## src/rtl/uart_rx_cmd_parser_pkg.sv

```systemverilog
// Shared definitions for the UART command-frame parser: opcode bytes,
// command type encodings and the parser FSM state encoding.
package uart_rx_cmd_parser_pkg;

    localparam logic [7:0] OP_WR  = 8'hAA;
    localparam logic [7:0] OP_RD  = 8'hBB;
    localparam logic [7:0] OP_ALU = 8'hCC;
    localparam logic [7:0] OP_NOP = 8'hDD;

    typedef enum logic [1:0] {
        CMD_WR      = 2'd0,
        CMD_RD      = 2'd1,
        CMD_ALU_OP  = 2'd2,
        CMD_ALU_NOP = 2'd3
    } cmd_type_e;

    typedef enum logic [2:0] {
        ST_IDLE     = 3'd0,
        ST_GET_ADDR = 3'd1,
        ST_GET_DATA = 3'd2,
        ST_GET_OPA  = 3'd3,
        ST_GET_OPB  = 3'd4,
        ST_GET_FUN  = 3'd5,
        ST_ISSUE    = 3'd6
    } state_e;

    // True while a frame is partially received and the inter-byte timer runs.
    function automatic logic is_get_state(state_e s);
        return (s == ST_GET_ADDR) || (s == ST_GET_DATA) || (s == ST_GET_OPA) ||
               (s == ST_GET_OPB)  || (s == ST_GET_FUN);
    endfunction

endpackage

```

## src/rtl/uart_rx_cmd_timer.sv

```systemverilog
// Inter-byte idle counter: counts enabled cycles, saturates, and flags expiry
// when the count reaches a non-zero limit.
module uart_rx_cmd_timer #(
    parameter int TIMEOUT_WD = 16
) (
    input  logic                  clk_i,
    input  logic                  rst_ni,
    input  logic                  clear_i,
    input  logic                  enable_i,
    input  logic [TIMEOUT_WD-1:0] limit_i,
    output logic                  expired_o
);

    logic [TIMEOUT_WD-1:0] cnt_q;
    logic [TIMEOUT_WD-1:0] cnt_d;

    always_comb begin
        cnt_d = cnt_q;
        if (clear_i) begin
            cnt_d = '0;
        end else if (enable_i && !(&cnt_q)) begin
            cnt_d = cnt_q + TIMEOUT_WD'(1);
        end
    end

    always_ff @(posedge clk_i or negedge rst_ni) begin
        if (!rst_ni) begin
            cnt_q <= '0;
        end else begin
            cnt_q <= cnt_d;
        end
    end

    assign expired_o = (limit_i != '0) && (cnt_q == limit_i);

endmodule

```

## src/rtl/uart_rx_cmd_parser.sv

```systemverilog
// Assembles received UART bytes into WR/RD/ALU command frames and presents each
// complete command once on a valid/ready interface; bad frames pulse frame_err_o.
module uart_rx_cmd_parser
    import uart_rx_cmd_parser_pkg::*;
#(
    parameter int DATA_WD    = 8,
    parameter int ADDR_WD    = 4,
    parameter int FUN_WD     = 4,
    parameter int TIMEOUT_WD = 16
) (
    input  logic                  clk_i,
    input  logic                  rst_ni,
    input  logic [DATA_WD-1:0]    rx_data_i,
    input  logic                  rx_valid_i,
    input  logic                  rx_err_i,
    input  logic [TIMEOUT_WD-1:0] timeout_lim_i,
    output logic                  cmd_valid_o,
    input  logic                  cmd_ready_i,
    output logic [1:0]            cmd_type_o,
    output logic [ADDR_WD-1:0]    cmd_addr_o,
    output logic [DATA_WD-1:0]    cmd_wdata_o,
    output logic [DATA_WD-1:0]    cmd_opa_o,
    output logic [DATA_WD-1:0]    cmd_opb_o,
    output logic [FUN_WD-1:0]     cmd_fun_o,
    output logic                  frame_err_o,
    output logic                  busy_o
);

    state_e               state_q;
    cmd_type_e            cmd_type_q;
    logic                 cmd_valid_q;
    logic                 frame_err_q;
    logic [ADDR_WD-1:0]   addr_q;
    logic [DATA_WD-1:0]   wdata_q;
    logic [DATA_WD-1:0]   opa_q;
    logic [DATA_WD-1:0]   opb_q;
    logic [FUN_WD-1:0]    fun_q;

    logic in_get;
    logic accept;
    logic expired;

    assign in_get = is_get_state(state_q);
    assign accept = rx_valid_i && !rx_err_i;

    uart_rx_cmd_timer #(
        .TIMEOUT_WD (TIMEOUT_WD)
    ) u_timer (
        .clk_i     (clk_i),
        .rst_ni    (rst_ni),
        .clear_i   (!in_get || accept),
        .enable_i  (in_get),
        .limit_i   (timeout_lim_i),
        .expired_o (expired)
    );

    always_ff @(posedge clk_i or negedge rst_ni) begin
        if (!rst_ni) begin
            state_q     <= ST_IDLE;
            cmd_type_q  <= CMD_WR;
            cmd_valid_q <= 1'b0;
            frame_err_q <= 1'b0;
            addr_q      <= '0;
            wdata_q     <= '0;
            opa_q       <= '0;
            opb_q       <= '0;
            fun_q       <= '0;
        end else begin
            frame_err_q <= 1'b0;
            case (state_q)
                ST_IDLE: begin
                    cmd_valid_q <= 1'b0;
                    if (rx_valid_i) begin
                        if (rx_err_i) begin
                            frame_err_q <= 1'b1;
                        end else if (rx_data_i == DATA_WD'(OP_WR)) begin
                            cmd_type_q <= CMD_WR;
                            state_q    <= ST_GET_ADDR;
                        end else if (rx_data_i == DATA_WD'(OP_RD)) begin
                            cmd_type_q <= CMD_RD;
                            state_q    <= ST_GET_ADDR;
                        end else if (rx_data_i == DATA_WD'(OP_ALU)) begin
                            cmd_type_q <= CMD_ALU_OP;
                            state_q    <= ST_GET_OPA;
                        end else if (rx_data_i == DATA_WD'(OP_NOP)) begin
                            cmd_type_q <= CMD_ALU_NOP;
                            state_q    <= ST_GET_FUN;
                        end else begin
                            frame_err_q <= 1'b1;
                        end
                    end
                end
                ST_GET_ADDR, ST_GET_DATA, ST_GET_OPA, ST_GET_OPB, ST_GET_FUN: begin
                    // An arriving byte takes priority over a timer expiring in the same cycle.
                    if (rx_valid_i) begin
                        if (rx_err_i) begin
                            frame_err_q <= 1'b1;
                            state_q     <= ST_IDLE;
                        end else begin
                            case (state_q)
                                ST_GET_ADDR: begin
                                    addr_q <= rx_data_i[ADDR_WD-1:0];
                                    if (cmd_type_q == CMD_WR) begin
                                        state_q <= ST_GET_DATA;
                                    end else begin
                                        state_q     <= ST_ISSUE;
                                        cmd_valid_q <= 1'b1;
                                    end
                                end
                                ST_GET_DATA: begin
                                    wdata_q     <= rx_data_i;
                                    state_q     <= ST_ISSUE;
                                    cmd_valid_q <= 1'b1;
                                end
                                ST_GET_OPA: begin
                                    opa_q   <= rx_data_i;
                                    state_q <= ST_GET_OPB;
                                end
                                ST_GET_OPB: begin
                                    opb_q   <= rx_data_i;
                                    state_q <= ST_GET_FUN;
                                end
                                default: begin
                                    fun_q       <= rx_data_i[FUN_WD-1:0];
                                    state_q     <= ST_ISSUE;
                                    cmd_valid_q <= 1'b1;
                                end
                            endcase
                        end
                    end else if (expired) begin
                        frame_err_q <= 1'b1;
                        state_q     <= ST_IDLE;
                    end
                end
                ST_ISSUE: begin
                    // Overrun: bytes arriving while a command is pending are dropped.
                    if (rx_valid_i) begin
                        frame_err_q <= 1'b1;
                    end
                    if (cmd_ready_i) begin
                        cmd_valid_q <= 1'b0;
                        state_q     <= ST_IDLE;
                    end
                end
                default: begin
                    cmd_valid_q <= 1'b0;
                    state_q     <= ST_IDLE;
                end
            endcase
        end
    end

    assign cmd_valid_o = cmd_valid_q;
    assign cmd_type_o  = cmd_type_q;
    assign cmd_addr_o  = addr_q;
    assign cmd_wdata_o = wdata_q;
    assign cmd_opa_o   = opa_q;
    assign cmd_opb_o   = opb_q;
    assign cmd_fun_o   = fun_q;
    assign frame_err_o = frame_err_q;
    assign busy_o      = (state_q != ST_IDLE);

endmodule

```

## config.mk

```make
export PLATFORM = sky130hd
export DESIGN_NAME = uart_rx_cmd_parser
export DESIGN_NICKNAME = d
export VERILOG_FILES = /design/src/rtl/uart_rx_cmd_parser_pkg.sv /design/src/rtl/uart_rx_cmd_timer.sv /design/src/rtl/uart_rx_cmd_parser.sv
export SDC_FILE = /design/constraint.sdc
export NUM_CORES = 1
export LEC_CHECK = 0
export CORE_UTILIZATION = 50
export CTS_CLUSTER_DIAMETER = 200
export DETAILED_ROUTE_END_ITERATION = 7
export HOLD_SLACK_MARGIN = 0.12
export MAX_ROUTING_LAYER = met4
export PLACE_DENSITY_LB_ADDON = 0.12
export SLEW_MARGIN = 20
export SYNTH_ARGS = -nofsm -noshare
export SYNTH_HDL_FRONTEND = slang
export SYNTH_SLANG_ARGS = --single-unit
```

## constraint.sdc

```tcl
create_clock -name clk_i -period 1.85 [get_ports clk_i]
set_input_delay 0.555 -clock clk_i [delete_from_list [all_inputs] [get_ports clk_i]]
set_output_delay 0.555 -clock clk_i [all_outputs]
set_load 0.05 [all_outputs]
```

==> summary.md <==
| Metric | Value |
|---|---|
| Die width | `a little under 80 µm` |
| XOR/XNOR share of the synthesized area | `~8.7%` |
| Yosys warns | `0` |
| Synth area leader | `dfrtp_1` |
| Routed WL | `around 7000 µm` |
| Clock slew at reported path FFs | `approximately 0.1 ns` |
| Worst relative slew slack | `a little over two thirds` |
| Inst Count DP | `416` |
| Worst vdd ir | `0.00113 V` |
| Max-cap violations | `0` |
| Comb pwr share | `between 50 and 60%` |
| CP startpoint | `rx_data_i[2]` |
| Slew Viols, Final | `0` |
| Syn_nets | `around 280` |
| Post-route insts no fill | `~440` |
| Simple-Gate Fraction of Synth Area | `between 10% and 20%` |
| RR Startpoint | `u_timer.cnt_q[8]` |
| Chip height | `between 70 and 80 µm` |
| Post-CTS Hold Buffers | `0` |
| Tcrit/Tclk final | `101%` |
| Core Footprint | `approximately 5500 µm²` |
| Crit Path Max Fanout | `3` |
| HP Class | `in2async` |
| Synth cell count leaders | `dfrtp_1 (55), mux2_2 (32), xor2_1 (24), nor2_1 (21), nand2_1 (14)` |
| Area delta synth->final | `43.0%` |
| Synth Instances | `roughly 250` |
| Count leader, synth | `dfrtp_1` |
| Clk_skew | `a little under 0.009 ns` |
| # clock sinks | `55` |
| R2R setup slack | `about 0.030 ns` |
| Clock root cell | `clkbuf_8` |
| Flop pwr share | `31.0%` |
| Initial antenna violation count | `0` |
| DRC | `0` |
| HPWL Detailed | `5120 µm` |
| Layout cells sized above 1 | `a little under half` |
| TritonCTS clock tree | `built` |
| Clk buf depth | `2` |
| Post-synthesis sequential area ratio | `48.3%` |
| LEAKAGE | `a little under 2 nW` |
| Int Power | `about 3.3 mW` |
| Synth area leaders | `dfrtp_1 (48%), mux2_2 (13%), xor2_1 (7.4%), nor2_1 (2.8%), nand4_1 (2.0%)` |
| DR WL/cell | `approximately 16 µm` |
| Post-synth EDFFs | `0` |
| Post-Syn Area | `between 2000 and 3000 µm²` |
| Placement Rows | `27` |
| Setup crit start kind | `input port` |
| Routability Congestion | `roughly 0.84` |
| Proportion of synthesized area in mux cells | `roughly 14%` |
| Iteration-0 DRC Markers | `around 140` |
| Drt pass-1 iters | `4` |
| Outcome | `complete, but fails checks` |
| Nets@finish | `394` |
| Final Hold Viols | `0` |
| Vias in the first global route | `roughly 2,400` |
| Overall die area | `roughly 6000 µm²` |
| Power Density | `roughly 1500 nW/µm²` |
| Final Setup Violations | `3` |
| Total GRT Usage | `between 20% and 30%` |
| Ys flop type | `dfrtp_1` |
| Fill count | `401` |
| Num CTS Buffers | `5` |
| Clock group share of total power | `a little under an eighth` |
| Asr flop ratio synth | `100%` |
| Sw Pwr | `between 2 and 3 mW` |
| Failing checks | `negative setup slack` |
| Largest net degree at the start of global routing | `43` |
| Critical Path Sink | `state_q[2]` |
| Largest family of logic cells by synthesized area | `simple AND/OR/NAND/NOR gates` |
| Post-synthesis cell type count | `between 40 and 50` |
| Total vias in the final route | `2,413` |
| Crit path DAT | `between 2 and 2.5 ns` |
| Syn avg cell area | `roughly 12 µm²` |
| Crit path kind | `in2reg` |
| Clk Latency, worst-skew pair | `between 0.3 and 0.4 ns` |
| Antenna diodes | `0` |
| First-pass GRT wire length | `11,500 µm` |
| Worst setup EP type | `register` |
| Setup WS post-layout | `-0.0201 ns` |
| H-tree depth | `2` |
| RSZ-0062 raised after global routing | `yes` |
| Switching share of power | `between 40% and 50%` |
| Register bit total from synthesis | `55` |
| Critical Path RT | `about 2.1 ns` |
| Worst Reg-to-Reg Cells | `6` |
| Pin slew with the least headroom to its limit | `0.439 ns` |
| Global route overflow | `0` |
| Synth Area in Compound Gates | `a little under a tenth` |
| Synth top area share | `48.3%` |
| R2r endpoint | `state_q[2]` |
| Final min period | `1.87 ns` |
| Post-Synth Adder-Cell Area | `less than 1%` |
| Number of vias per cell | `about 5.5` |
| Ports | `66` |
| Initial Util | `between 50% and 60%` |
| I/O Buffers | `65` |
| Achievable Freq | `0.535 GHz` |
| Setup TNS Final | `-0.0381 ns` |
| Antenna-violating nets left | `0` |
flip-flops by register name (all words and copies together), names as in the netlist:
name,cells
u_timer.cnt_q,16
cmd_opa_o,8
cmd_opb_o,8
cmd_wdata_o,8
cmd_addr_o,4
cmd_fun_o,4
state_q,3
cmd_type_o,2
cmd_valid_o,1
frame_err_o,1
layer usage:
layer / vias up / wire, µm / track usage [%]
met5: - / 0 / -
met3: 12 / 382 / 4.24
met4: 0 / 107 / 5.66
li1: 1134 / - / -
met1: 1189 / 3210 / 34.7
met2: 78 / 3490 / 40.2
placed cells by master (no fill, tap or decap), drive strengths merged, types with 2 or more instances in the layout:
master         count
dlygate4sd2       17
nor2              21
clkbuf             7
inv                5
nor3b              4
xnor2              2
nand3b             3
buf               91
clkdlybuf4s15      7
xor2              24
or3                2
a31oi              3
and4bb             2
nand4              9
mux2              32
mux2i              3
nor4               9
nor3               3
dfrtp             55
o21ai              5
nand2             14
o31ai              3
a211oi             4
a21oi             11
nand3              7
nand2b             2
and3               3
cells by family (layout without fill, tap and decap cells):
kind of cell	Yosys count	after routing
AOI/OAI and AO/OA	35	35
xor gates and xnor gates	26	26
adders and majority gates	1	1
buffers and inverters	13	131
DFF	55	55
muxes	35	35
and+or+nand+nor	82	82
stage by stage:
| stage | power [mW] | utilization, % | cell area [µm²] | hold WS [ns] | setup WS (ns) |
|---|---|---|---|---|---|
| finish | 6.25 | 73.9 | 4070 | 0.132 | -0.0201 |
| global route | 6.55 | 73.9 | 4070 | 0.139 | -0.119 |
| global placement | 5.31 | 69.3 | 3810 | 0.479 | -0.516 |
| detailed placement | 5.37 | 69.3 | 3810 | 0.481 | -0.565 |
| floorplan | 4.16 | - | 2850 | 0.259 | -0.0231 |
| CTS | 6.13 | 72.0 | 3970 | 0.142 | -0.00100 |
critical path, stage by stage:
cell	delay, ns
dlygate4sd2_1	0.28
and4bb_4	0.34
o2111a_4	0.25
o32ai_4	0.10
a211oi_4	0.26
o31a_1	0.20
a2bb2oi_2	0.13
power groups by stage:
stage | clock network (mW) | registers [mW] | logic [mW]
floorplan | 0 | 3.19 | 0.971
global placement | 0 | 1.94 | 3.37
detailed placement | 0 | 1.95 | 3.42
CTS | 0.728 | 1.93 | 3.47
global route | 0.777 | 1.99 | 3.78
finish | 0.711 | 1.94 | 3.60
final cells by class:
cell class | count | area [µm²] | area share (%)
Timing Repair Buffer | 118 | 1000 | 24.6
Multi-Input combinational cell | 179 | 1480 | 36.3
Inverter | 5 | 18.8 | 0.461
Clock buffer | 6 | 82.6 | 2.03
Clock inverter | 2 | 16.3 | 0.400
Tap cell | 72 | 90.1 | 2.21
Sequential cell | 55 | 1380 | 34.0
how the worst min path moves through the flow:
stage	start	endpoint	slack, ns	depth (start not counted)
floorplan	rst_ni	cmd_addr_o[0]	0.26	0
global placement	rst_ni	u_timer.cnt_q[15]	0.48	1
detailed placement	rst_ni	u_timer.cnt_q[12]	0.48	1
CTS	rst_ni	u_timer.cnt_q[12]	0.14	1
global route	rst_ni	cmd_type_o[0]	0.14	1
finish	rst_ni	cmd_type_o[0]	0.13	1
timing repair:
item | in CTS | in global routing
setup buffers | 6 | 7
endpoints found under the setup margin | 35 | 14
cloned | 0 | 0
gates resized for setup | 41 | 21
pin swaps | 13 | 10
Note: power is estimated with default switching activity, not from simulation.
